## src/rtl/mux_rr_nx.sv

```systemverilog
// Registered N-channel mux with per-channel valid/ready handshakes,
// fixed-select or round-robin arbitration and a one-word output register.
module mux_rr_nx #(
    parameter int N     = 8,
    parameter int W     = 4,
    parameter int SEL_W = $clog2(N)
) (
    input  logic             clk,
    input  logic             reset,
    input  logic             mode,
    input  logic [SEL_W-1:0] select,
    input  logic [N*W-1:0]   in_data,
    input  logic [N-1:0]     in_valid,
    output logic [N-1:0]     in_ready,
    output logic [W-1:0]     out_data,
    output logic [SEL_W-1:0] out_sel,
    output logic             out_valid,
    input  logic             out_ready
);

    logic [W-1:0]     out_data_q, out_data_d;
    logic [SEL_W-1:0] out_sel_q, out_sel_d;
    logic             out_valid_q, out_valid_d;
    logic [SEL_W-1:0] ptr_q, ptr_d;

    logic             free;
    logic             sel_ok;
    logic             hit;
    logic [SEL_W-1:0] g;
    logic             grant;

    // First valid channel scanning ptr, ptr+1, ... with wrap; MSB = found.
    function automatic logic [SEL_W:0] rr_pick(
        input logic [N-1:0]     v,
        input logic [SEL_W-1:0] p
    );
        logic [SEL_W:0] r;
        int             idx;
        r = '0;
        for (int i = N - 1; i >= 0; i--) begin
            idx = int'(p) + i;
            if (idx >= N) idx = idx - N;
            if (v[idx]) r = {1'b1, idx[SEL_W-1:0]};
        end
        return r;
    endfunction

    always_comb begin
        free   = !out_valid_q || out_ready;
        sel_ok = {{(32-SEL_W){1'b0}}, select} < 32'(N);
        hit    = 1'b0;
        g      = '0;
        if (!mode) begin
            if (sel_ok && in_valid[select]) begin
                hit = 1'b1;
                g   = select;
            end
        end else begin
            {hit, g} = rr_pick(in_valid, ptr_q);
        end
        grant = !reset && free && hit;
    end

    always_comb begin
        in_ready = '0;
        if (grant) in_ready[g] = 1'b1;
    end

    always_comb begin
        out_data_d  = out_data_q;
        out_sel_d   = out_sel_q;
        out_valid_d = out_valid_q;
        ptr_d       = ptr_q;
        if (free) begin
            if (hit) begin
                out_data_d  = in_data[g*W +: W];
                out_sel_d   = g;
                out_valid_d = 1'b1;
                if (mode) begin
                    ptr_d = (g == SEL_W'(N - 1)) ? '0 : g + 1'b1;
                end
            end else begin
                out_valid_d = 1'b0;
            end
        end
    end

    always_ff @(posedge clk) begin
        if (reset) begin
            out_data_q  <= '0;
            out_sel_q   <= '0;
            out_valid_q <= 1'b0;
            ptr_q       <= '0;
        end else begin
            out_data_q  <= out_data_d;
            out_sel_q   <= out_sel_d;
            out_valid_q <= out_valid_d;
            ptr_q       <= ptr_d;
        end
    end

    assign out_data  = out_data_q;
    assign out_sel   = out_sel_q;
    assign out_valid = out_valid_q;

endmodule
```

## config.mk

```make
export PLATFORM = sky130hd
export DESIGN_NAME = mux_rr_nx
export DESIGN_NICKNAME = d
export VERILOG_FILES = /design/src/rtl/mux_rr_nx.sv
export SDC_FILE = /design/constraint.sdc
export NUM_CORES = 1
export LEC_CHECK = 0
export CAP_MARGIN = 20
export CELL_PAD_IN_SITES_DETAIL_PLACEMENT = 1
export CELL_PAD_IN_SITES_GLOBAL_PLACEMENT = 2
export CORE_ASPECT_RATIO = 0.9
export CORE_MARGIN = 3
export CORE_UTILIZATION = 31
export DETAILED_ROUTE_END_ITERATION = 6
export PLACE_DENSITY = 0.94
export REMOVE_ABC_BUFFERS = 1
export SLEW_MARGIN = 40
export SYNTH_ARGS = -nofsm -noshare
export SYNTH_HDL_FRONTEND = slang
export SYNTH_SLANG_ARGS = --single-unit
```

## constraint.sdc

```tcl
create_clock -name clk -period 8.6 [get_ports clk]
set_clock_uncertainty 0.1 [all_clocks]
set_input_delay 2.15 -clock clk [delete_from_list [all_inputs] [get_ports clk]]
set_output_delay 2.15 -clock clk [all_outputs]
set_load 0.02 [all_outputs]
```

==> impl_metrics.tcl <==
set metrics [dict create \
    endpoint_kind "output port" \
    synthArstFlopShare_pct 0 \
    fp.dieH_um 89.9 \
    pin_count 63 \
    drv_slew 0 \
    ys.flop_type "dfxtp_1" \
    die-area_um2 8930 \
    tightest_slew_ps 730 \
    yosysTopAreaCellShare_pct 12.1 \
    power.internal_uw 283 \
    grt_pass1_wl_mm 14.4 \
    final_cell_mix "clkdlybuf4s50_1 (62), mux2i_1 (26), nor2_1 (24), nand2_1 (24), mux2_2 (14)" \
    postCtsHoldBufs 0 \
    tritoncts "built" \
    dr.pass1.iters 4 \
    fin_nets 388 \
    drv_cap 0 \
    dp_hpwl_mm 6.76 \
    yosys_warnings 0 \
    clkLatencyLatePin_ps 240 \
    wl_per_cell_um 20.5 \
    whs_ps 376 \
    overflow 0 \
    syn_area_per_cell_um2 8.26 \
    dr_total_vias 2627 \
    worst-setup-path-type "input pin to output port" \
    synth_top_area_cell "mux4_2" \
    avgViaCountPerCell 6.10 \
    drt.antenna.violating_nets 0 \
    wl_mm 8.83 \
    arrival_ps 5690 \
    synth_area_leaders "mux4_2 (12%), mux2i_1 (11%), dfxtp_1 (9.1%)" \
    pwr-share-comb_pct 78.5 \
    power_frac_seq_pct 12.0 \
    max_freq_ghz 0.126 \
    min_path_type "flop to flop" \
    p_clk_share_pct 9.5 \
    final_common_cell "clkdlybuf4s50_1" \
    gp_congestion 0.950 \
    cts.path.max_buffers 2 \
    grt_max_degree 35 \
    syn_inst 294 \
    synth_seq_cells 11 \
    h-tree-depth 1 \
    ys_seq_area_share_pct 9.07 \
    die_w_um 99.3 \
    syn-cell-area_um2 2430 \
    drtIter0Drc 180 \
    root_buffer "clkbuf_8" \
    cts.sink_count 11 \
    status "finished clean" \
    post-cts-setup-buffers 0 \
    antenna_found_initial 0 \
    hold_viol 0 \
    period_minus_slack_ps 7940 \
    clk_pin_slew_ps 50 \
    crit_path_max_fanout 13 \
    final_util_pct 42.2 \
    grt_usage_pct 19.5 \
    grt_pass1_vias 2614 \
    antenna_cells 0 \
    p_sw_share_pct 49.2 \
    synth-edff-count 0 \
    pwr_density_cell_nw_per_um2 180 \
    start_util_pct 33.1 \
    core_area_um2 7330 \
    tns_ps 0 \
    finalSetupViolations 0 \
    p_switching_uw 274 \
    required_ps 6350 \
    peakVddDrop_mv 0.0594 \
    area_growth_pct 27.4 \
    drive_above_1_share_pct 16.6 \
    finalCritPeriodShare_pct 92.3 \
    cts_buffers 3 \
    rows 29 \
    rsz0062_at_grt "no" \
    fin_area_um2 3090 \
    leakagePower_uw 0.00109 \
    cp-start-kind "input pin" \
    ctsResizeCount 0 \
    maxSlewHeadroom_pct 51.3 \
    drc 0 \
    placed_area_um2 3040 \
    synthDistinctLibCells 69 \
    io_buffer_count 62 \
]
==> final cells by class <==
| type | instances | area (µm²) |
|---|---|---|
| inverters | 16 | 60.1 |
| fillers | 885 | 4240 |
| flip-flops and latches | 11 | 220 |
| repair buffers | 67 | 658 |
| multi-input cells | 240 | 1990 |
| clock buffers | 4 | 45.0 |
| well taps | 93 | 116 |
==> critical path, cell delays in order <==
cell,delay [ps]
clkdlybuf4s50_1,640
mux4_2,640
or4_1,520
or4_1,460
o22ai_2,160
nor2b_2,150
nor2b_1,190
nand2_1,170
nor2_1,70
clkdlybuf4s50_1,540
==> kinds of logic after synthesis <==
logic type / share of synthesized area [%]
AOI/OAI and AO/OA: 28.5
muxes: 32.2
and+or+nand+nor: 18.6
DFF: 9.07
xor gates and xnor gates: 1.70
adders and majority gates: 1.03
buffers and inverters: 8.97
==> power by group through the flow <==
stage               sequential [µW]  clock, µW  combinational [µW]
finish                         66.8       52.8                 437
global route                   68.0       58.1                 474
CTS                            66.8       54.8                 433
detailed placement             67.8          0                 431
global placement               66.9          0                 423
floorplan                      89.9          0                 271
==> routing by layer <==
| layer | track usage, % | part of all wire (%) | wire length [µm] | vias to the layer above |
|---|---|---|---|---|
| li1 | - | - | - | 1222 |
| met1 | 28.3 | 44 | 3870 | 1294 |
| met2 | 31.0 | 49 | 4330 | 99 |
| met3 | 1.16 | 5.5 | 489 | 12 |
| met4 | 5.35 | 1.6 | 145 | 0 |
| met5 | 0 | 0 | 0 | - |
==> sequential cells by signal (all words and copies together), names as in the netlist <==
register,flops
out_valid,1
ptr_q,3
out_sel,3
out_data,4
==> per-stage QoR <==
step	setup WS [ps]	std cells	total power, µW
floorplan	2100	267	361
global placement	651	427	489
detailed placement	433	427	498
CTS	442	431	554
global route	273	431	600
finish	663	431	556
==> final timing paths <==
path / startpoint / to / slack (ps) / cells after the start
min reg2reg: out_data[2] / out_data[2] / 380 / 1
max: in_valid[2] / in_ready[1] / 660 / 10
max reg2reg: ptr_q[1] / out_data[0] / 4050 / 12
min: out_data[2] / out_data[2] / 380 / 1
==> Yosys cell counts, drive strengths merged (3+ instances only) <==
cell / n
a22oi: 3
o2111ai: 8
inv: 16
and2: 3
o22ai: 4
nand2b: 5
mux2i: 28
mux2: 17
dfxtp: 11
mux4: 13
buf: 15
nand3: 10
o21a: 4
a31oi: 7
nor2: 25
nand2: 24
a21oi: 9
o21ai: 12
a211oi: 5
or2: 4
a221oi: 4
o211ai: 9
or3: 3
o211a: 3
nor2b: 5
clkbuf: 12
Power figures use the tool's default switching activity.
==> RTL change 1: new RTL, config.mk and constraints unchanged <==
The parameter `N` goes from 8 to 4.
--- a/src/rtl/mux_rr_nx.sv
+++ b/src/rtl/mux_rr_nx.sv
@@ -1,7 +1,7 @@
 // Registered N-channel mux with per-channel valid/ready handshakes,
 // fixed-select or round-robin arbitration and a one-word output register.
 module mux_rr_nx #(
-    parameter int N     = 8,
+    parameter int N     = 4,
     parameter int W     = 4,
     parameter int SEL_W = $clog2(N)
 ) (
Ports: changed (5 resized); port bits go from 63 to 37. No check against the original RTL was run, so the function may have changed too.
==> RTL change 1 against the unedited design <==
- maximum frequency grew 15%
- sequential share of layout area grew 9.0 points
- die area shrank 67%
- sequential cell count shrank 2
- largest cell class unchanged
- largest power group unchanged
- routed wire length shrank 74%
- area after synthesis shrank 71%
- setup slack gained 1100 ps
- power shrank 74%
- final area shrank 64%
==> RTL change 1: results (changes against the unedited design) <==
stage;metric;value;unit;change
outcome;status;completed;;unchanged
power_and_ir_drop;p_sw;0.0000514;W;was 0.000274 W
grt;met2_usage;28.8;%;was 31.0%
clocking;clk_pin_slew;80;ps;was 50 ps
critical_path;cp_top_family;buffers and inverters;;was simple AND/OR/NAND/NOR gates
drt;met2_length;1180;µm;was 4330 µm
critical_path;worstReg2RegEnd;ptr_q[1]$_SDFFE_PP0P_;;was out_data[0]$_SDFFE_PP0P_
synth;synth_xor_area_share;0;%;was 1.70%
placement;port_buffers;36;;was 62
power_and_ir_drop;clkPwrFrac;24.5;%;was 9.5%
grt;grt_use_met1;21.0;%;was 28.3%
placement;gp_congestion;0.700;;was 0.950
critical_path;crit_path_end;in_ready[3];;was in_ready[1]
drt;route.met3.wl;70;µm;was 489 µm
synth;yosys-mux-area-fraction;17.7;%;was 32.2%
drt;drtIter0Drc;11;;was 180
timing;holdWs;415;ps;was 376 ps
power_and_ir_drop;vdd_drop_max;0.102;mV;was 0.0594 mV
power_and_ir_drop;p_leak;0.414;nW;was 1.09 nW
grt;grt_pass1_vias;764;;was 2,614
grt;grt_start_max_net_pins;14;;was 35
grt;grtUsageTotal;16.5;%;was 19.5%
drt;viasPerCell;5.37;;was 6.10
critical_path;crit_arrival;4630;ps;was 5690 ps
clocking;cts_root_buf;clkbuf_4;;was clkbuf_8
finish;final_nets;142;;was 388
critical_path;rrSetupSlack;6460;ps;was 4050 ps
synth;synth_fa_ha_area_share;1.75;%;was 1.03%
synth;synthTopCellsByArea;dfxtp_1 25%, mux2i_1 14%, o221ai_1 4.9%;;was mux4_2 12%, mux2i_1 11%, dfxtp_1 9.1%
finish;drive_gt1_share;12.3;%;was 16.6%
synth;yosys-top-cells-count;10 x mux2i_1, 9 x dfxtp_1, 5 x nor2_1;;was 26 x mux2i_1, 24 x nand2_1, 24 x nor2_1, 14 x mux2_2
drt;wl_met1;1030;µm;was 3870 µm
synth;synth-compound-area-share;27.6;%;was 28.5%
critical_path;startpoint;in_valid[0];;was in_valid[2]
synth;ys_seq_area_share;25.2;%;was 9.07%
-- RTL change 1: cell count changes after synthesis, moves of 8 or more --
| cell | before | now |
|---|---|---|
| mux2_2 | 14 | 1 |
| o2111ai_1 | 8 | 0 |
| nand3_1 | 10 | 1 |
| mux4_2 | 13 | 0 |
| nand2_1 | 24 | 2 |
| mux2i_1 | 26 | 10 |
| inv_1 | 13 | 3 |
| o211ai_1 | 9 | 1 |
| nor2_1 | 24 | 5 |
| clkbuf_1 | 12 | 1 |
-- RTL change 1: worst min path at each step --
stage,start,to,cells past startpoint
6_report,out_sel[1]$_SDFFE_PP0P_,out_sel[1]$_SDFFE_PP0P_,2
5_1_grt,out_sel[1]$_SDFFE_PP0P_,out_sel[1]$_SDFFE_PP0P_,2
4_1_cts,out_data[1]$_SDFFE_PP0P_,out_data[1]$_SDFFE_PP0P_,2
3_5_place_dp,out_sel[1]$_SDFFE_PP0P_,out_sel[1]$_SDFFE_PP0P_,2
3_3_place_gp,out_data[1]$_SDFFE_PP0P_,out_data[1]$_SDFFE_PP0P_,2
2_1_floorplan,ptr_q[1]$_SDFFE_PP0P_,ptr_q[1]$_SDFFE_PP0P_,2
-- RTL change 1: area by class of cell --
class                           count  area share, %
Timing Repair Buffer               36           32.2
Tap cell                           25           2.79
Multi-Input combinational cell     61           45.1
Clock buffer                        3           2.01
Clock inverter                      1          0.447
Sequential cell                     9           16.1
Inverter                            4           1.34
-- RTL change 1: stage by stage --
step                      setup WS [ps]  std cells  utilization (%)  instance area [µm²]
after floorplan                    2830         74                -                  701
after global placement             1780        135             53.4                 1090
after detailed placement           1730        135             53.4                 1090
after CTS                          1710        139             54.7                 1120
after global routing               1570        139             54.7                 1120
final                              1720        139             54.7                 1120
==> RTL change 2: new RTL, same flow settings <==
Made on the original files. Add an input register stage for `mode`, with the module's reset; this delays it by one clock. The other inputs are not delayed to match.
--- a/src/rtl/mux_rr_nx.sv
+++ b/src/rtl/mux_rr_nx.sv
@@ -17,6 +17,16 @@
     output logic             out_valid,
     input  logic             out_ready
 );
+
+    logic mode_q;
+
+    always_ff @(posedge clk) begin
+        if (reset) begin
+            mode_q <= '0;
+        end else begin
+            mode_q <= mode;
+        end
+    end
 
     logic [W-1:0]     out_data_q, out_data_d;
     logic [SEL_W-1:0] out_sel_q, out_sel_d;
@@ -50,7 +60,7 @@
         sel_ok = {{(32-SEL_W){1'b0}}, select} < 32'(N);
         hit    = 1'b0;
         g      = '0;
-        if (!mode) begin
+        if (!mode_q) begin
             if (sel_ok && in_valid[select]) begin
                 hit = 1'b1;
                 g   = select;
@@ -76,7 +86,7 @@
                 out_data_d  = in_data[g*W +: W];
                 out_sel_d   = g;
                 out_valid_d = 1'b1;
-                if (mode) begin
+                if (mode_q) begin
                     ptr_d = (g == SEL_W'(N - 1)) ? '0 : g + 1'b1;
                 end
             end else begin
Formal check against the unedited RTL: not equivalent (Yosys sat finds a counterexample within 4 cycles, from zero or initial values and one cycle with reset high).
==> RTL change 2 against the unedited design <==
- sequential power is 6.4% higher
- power decreased by 46%
- sequential cell count grew 1
- maximum frequency is 2.8% higher
- via count down 31%
- sequential share of layout area rose by 2.7 points
- setup slack improved by 210 ps
- core utilization increased by 3.2 points
- first-iteration DRC count fell by 56%
- area after synthesis decreased by 27%
- routed wire length is 37% lower
- clock power up 18%
- final area shrank 21%
- non-clock buffer count shrank 4
==> RTL change 2: results (changes against the unedited design) <==
stage;metric;value;unit;change
outcome;status;completed;;unchanged
drt;drt-pass1-iter-count;4;;unchanged
finish;final_nets;304;;was 388
hold_path;holdPathEnd;out_sel[0]$_SDFFE_PP0P_;;was out_data[2]$_SDFFE_PP0P_
grt;grt_use_met3;2.44;%;was 1.16%
placement;dpl.hpwl;4480;µm;was 6760 µm
power_and_ir_drop;p_seq_share;23.7;%;was 12.0%
placement;gp_congestion;0.858;;was 0.950
power_and_ir_drop;p_leak;0.864;nW;was 1.09 nW
critical_path;startpoint;in_valid[6];;was in_valid[2]
grt;grt_first_pass_wirelength;9200;µm;was 14,400 µm
synth;synth-compound-area-share;18.6;%;was 28.5%
synth;yosys-mux-area-fraction;35.6;%;was 32.2%
synth;synth_fa_ha_area_share;2.12;%;was 1.03%
drt;wl_per_cell;17.3;µm;was 20.5 µm
timing;holdWs;400;ps;was 376 ps
grt;grt_pass1_vias;1831;;was 2,614
finish;largest_register_ffs;4;;unchanged
synth;yosys_warnings;0;;unchanged
critical_path;rrSetupSlack;4070;ps;was 4050 ps
drt;wl;5530;µm;was 8830 µm
finish;nFillCells;642;;was 885
grt;grt_start_max_net_pins;22;;was 35
critical_path;reg2regPathDepth;11;;was 12
critical_path;critPathSlowestCell;mux4_1;;was clkdlybuf4s50_1
power_and_ir_drop;p_comb_share;55.4;%;was 78.5%
grt;grtUsageTotal;16.9;%;was 19.5%
power_and_ir_drop;p_total;0.000300;W;was 0.000556 W
critical_path;cpPeakStageDelay;690;ps;was 640 ps
clocking;clk_latency;240;ps;about the same
hold_path;min_from;out_sel[0]$_SDFFE_PP0P_;;was out_data[2]$_SDFFE_PP0P_
grt;grt_use_met1;24.3;%;was 28.3%
placement;dp.cells;316;;was 427
synth;yosys-top-cells-count;18 x nor2_1, 17 x nand2_1, 16 x mux2_2, 13 x mux2i_1, 12 x dfxtp_1;;was 26 x mux2i_1, 24 x nand2_1, 24 x nor2_1, 14 x mux2_2
power_and_ir_drop;vdd_drop_max;0.0600;mV;was 0.0594 mV
synth;avgSynthCellArea;8.86;µm²;was 8.26 µm²
synth;synth_xor_area_share;1.48;%;was 1.70%
power_and_ir_drop;p_sw;0.000112;W;was 0.000274 W
synth;synthTopCellsByArea;dfxtp_1 14%, mux2_2 10%, mux4_2 10%;;was mux4_2 12%, mux2i_1 11%, dfxtp_1 9.1%
finish;drive_gt1_share;16.2;%;was 16.6%
drt;viasPerCell;5.63;;was 6.10
hold_path;hold_depth;2;;was 1
synth;ys_seq_area_share;13.5;%;was 9.07%
drt;drtIter0Drc;79;;was 180
critical_path;critPathMaxFanout;7;;was 13
## RTL change 2: through the flow
step                area (µm²)  setup WS (ps)
floorplan                 1670           1900
global placement          2380            840
detailed placement        2380            809
CTS                       2440            749
global route              2440            567
finish                    2440            876
## RTL change 2: metal layers
layer | wire length (µm) | part of all wire (%) | vias up
met1 | 2680 | 48 | 884
met5 | 0 | 0 | -
li1 | - | - | 874
met4 | 53 | 0.96 | 0
met2 | 2610 | 47 | 41
met3 | 187 | 3.4 | 4
## RTL change 2: area by class of cell
| cell class | count | area, µm² | area share, % |
|---|---|---|---|
| Inverter | 5 | 21.3 | 0.871 |
| Timing Repair Buffer | 63 | 628 | 25.7 |
| Tap cell | 67 | 83.8 | 3.43 |
| Clock buffer | 4 | 55.1 | 2.25 |
| Sequential cell | 12 | 240 | 9.84 |
| Multi-Input combinational cell | 169 | 1410 | 57.9 |
## RTL change 2: critical path: cells and delay by family
kind,cells,cell delay (ps)
mux,2,1010
simple gates,3,460
compound gates,3,740
buf+inv,2,1120
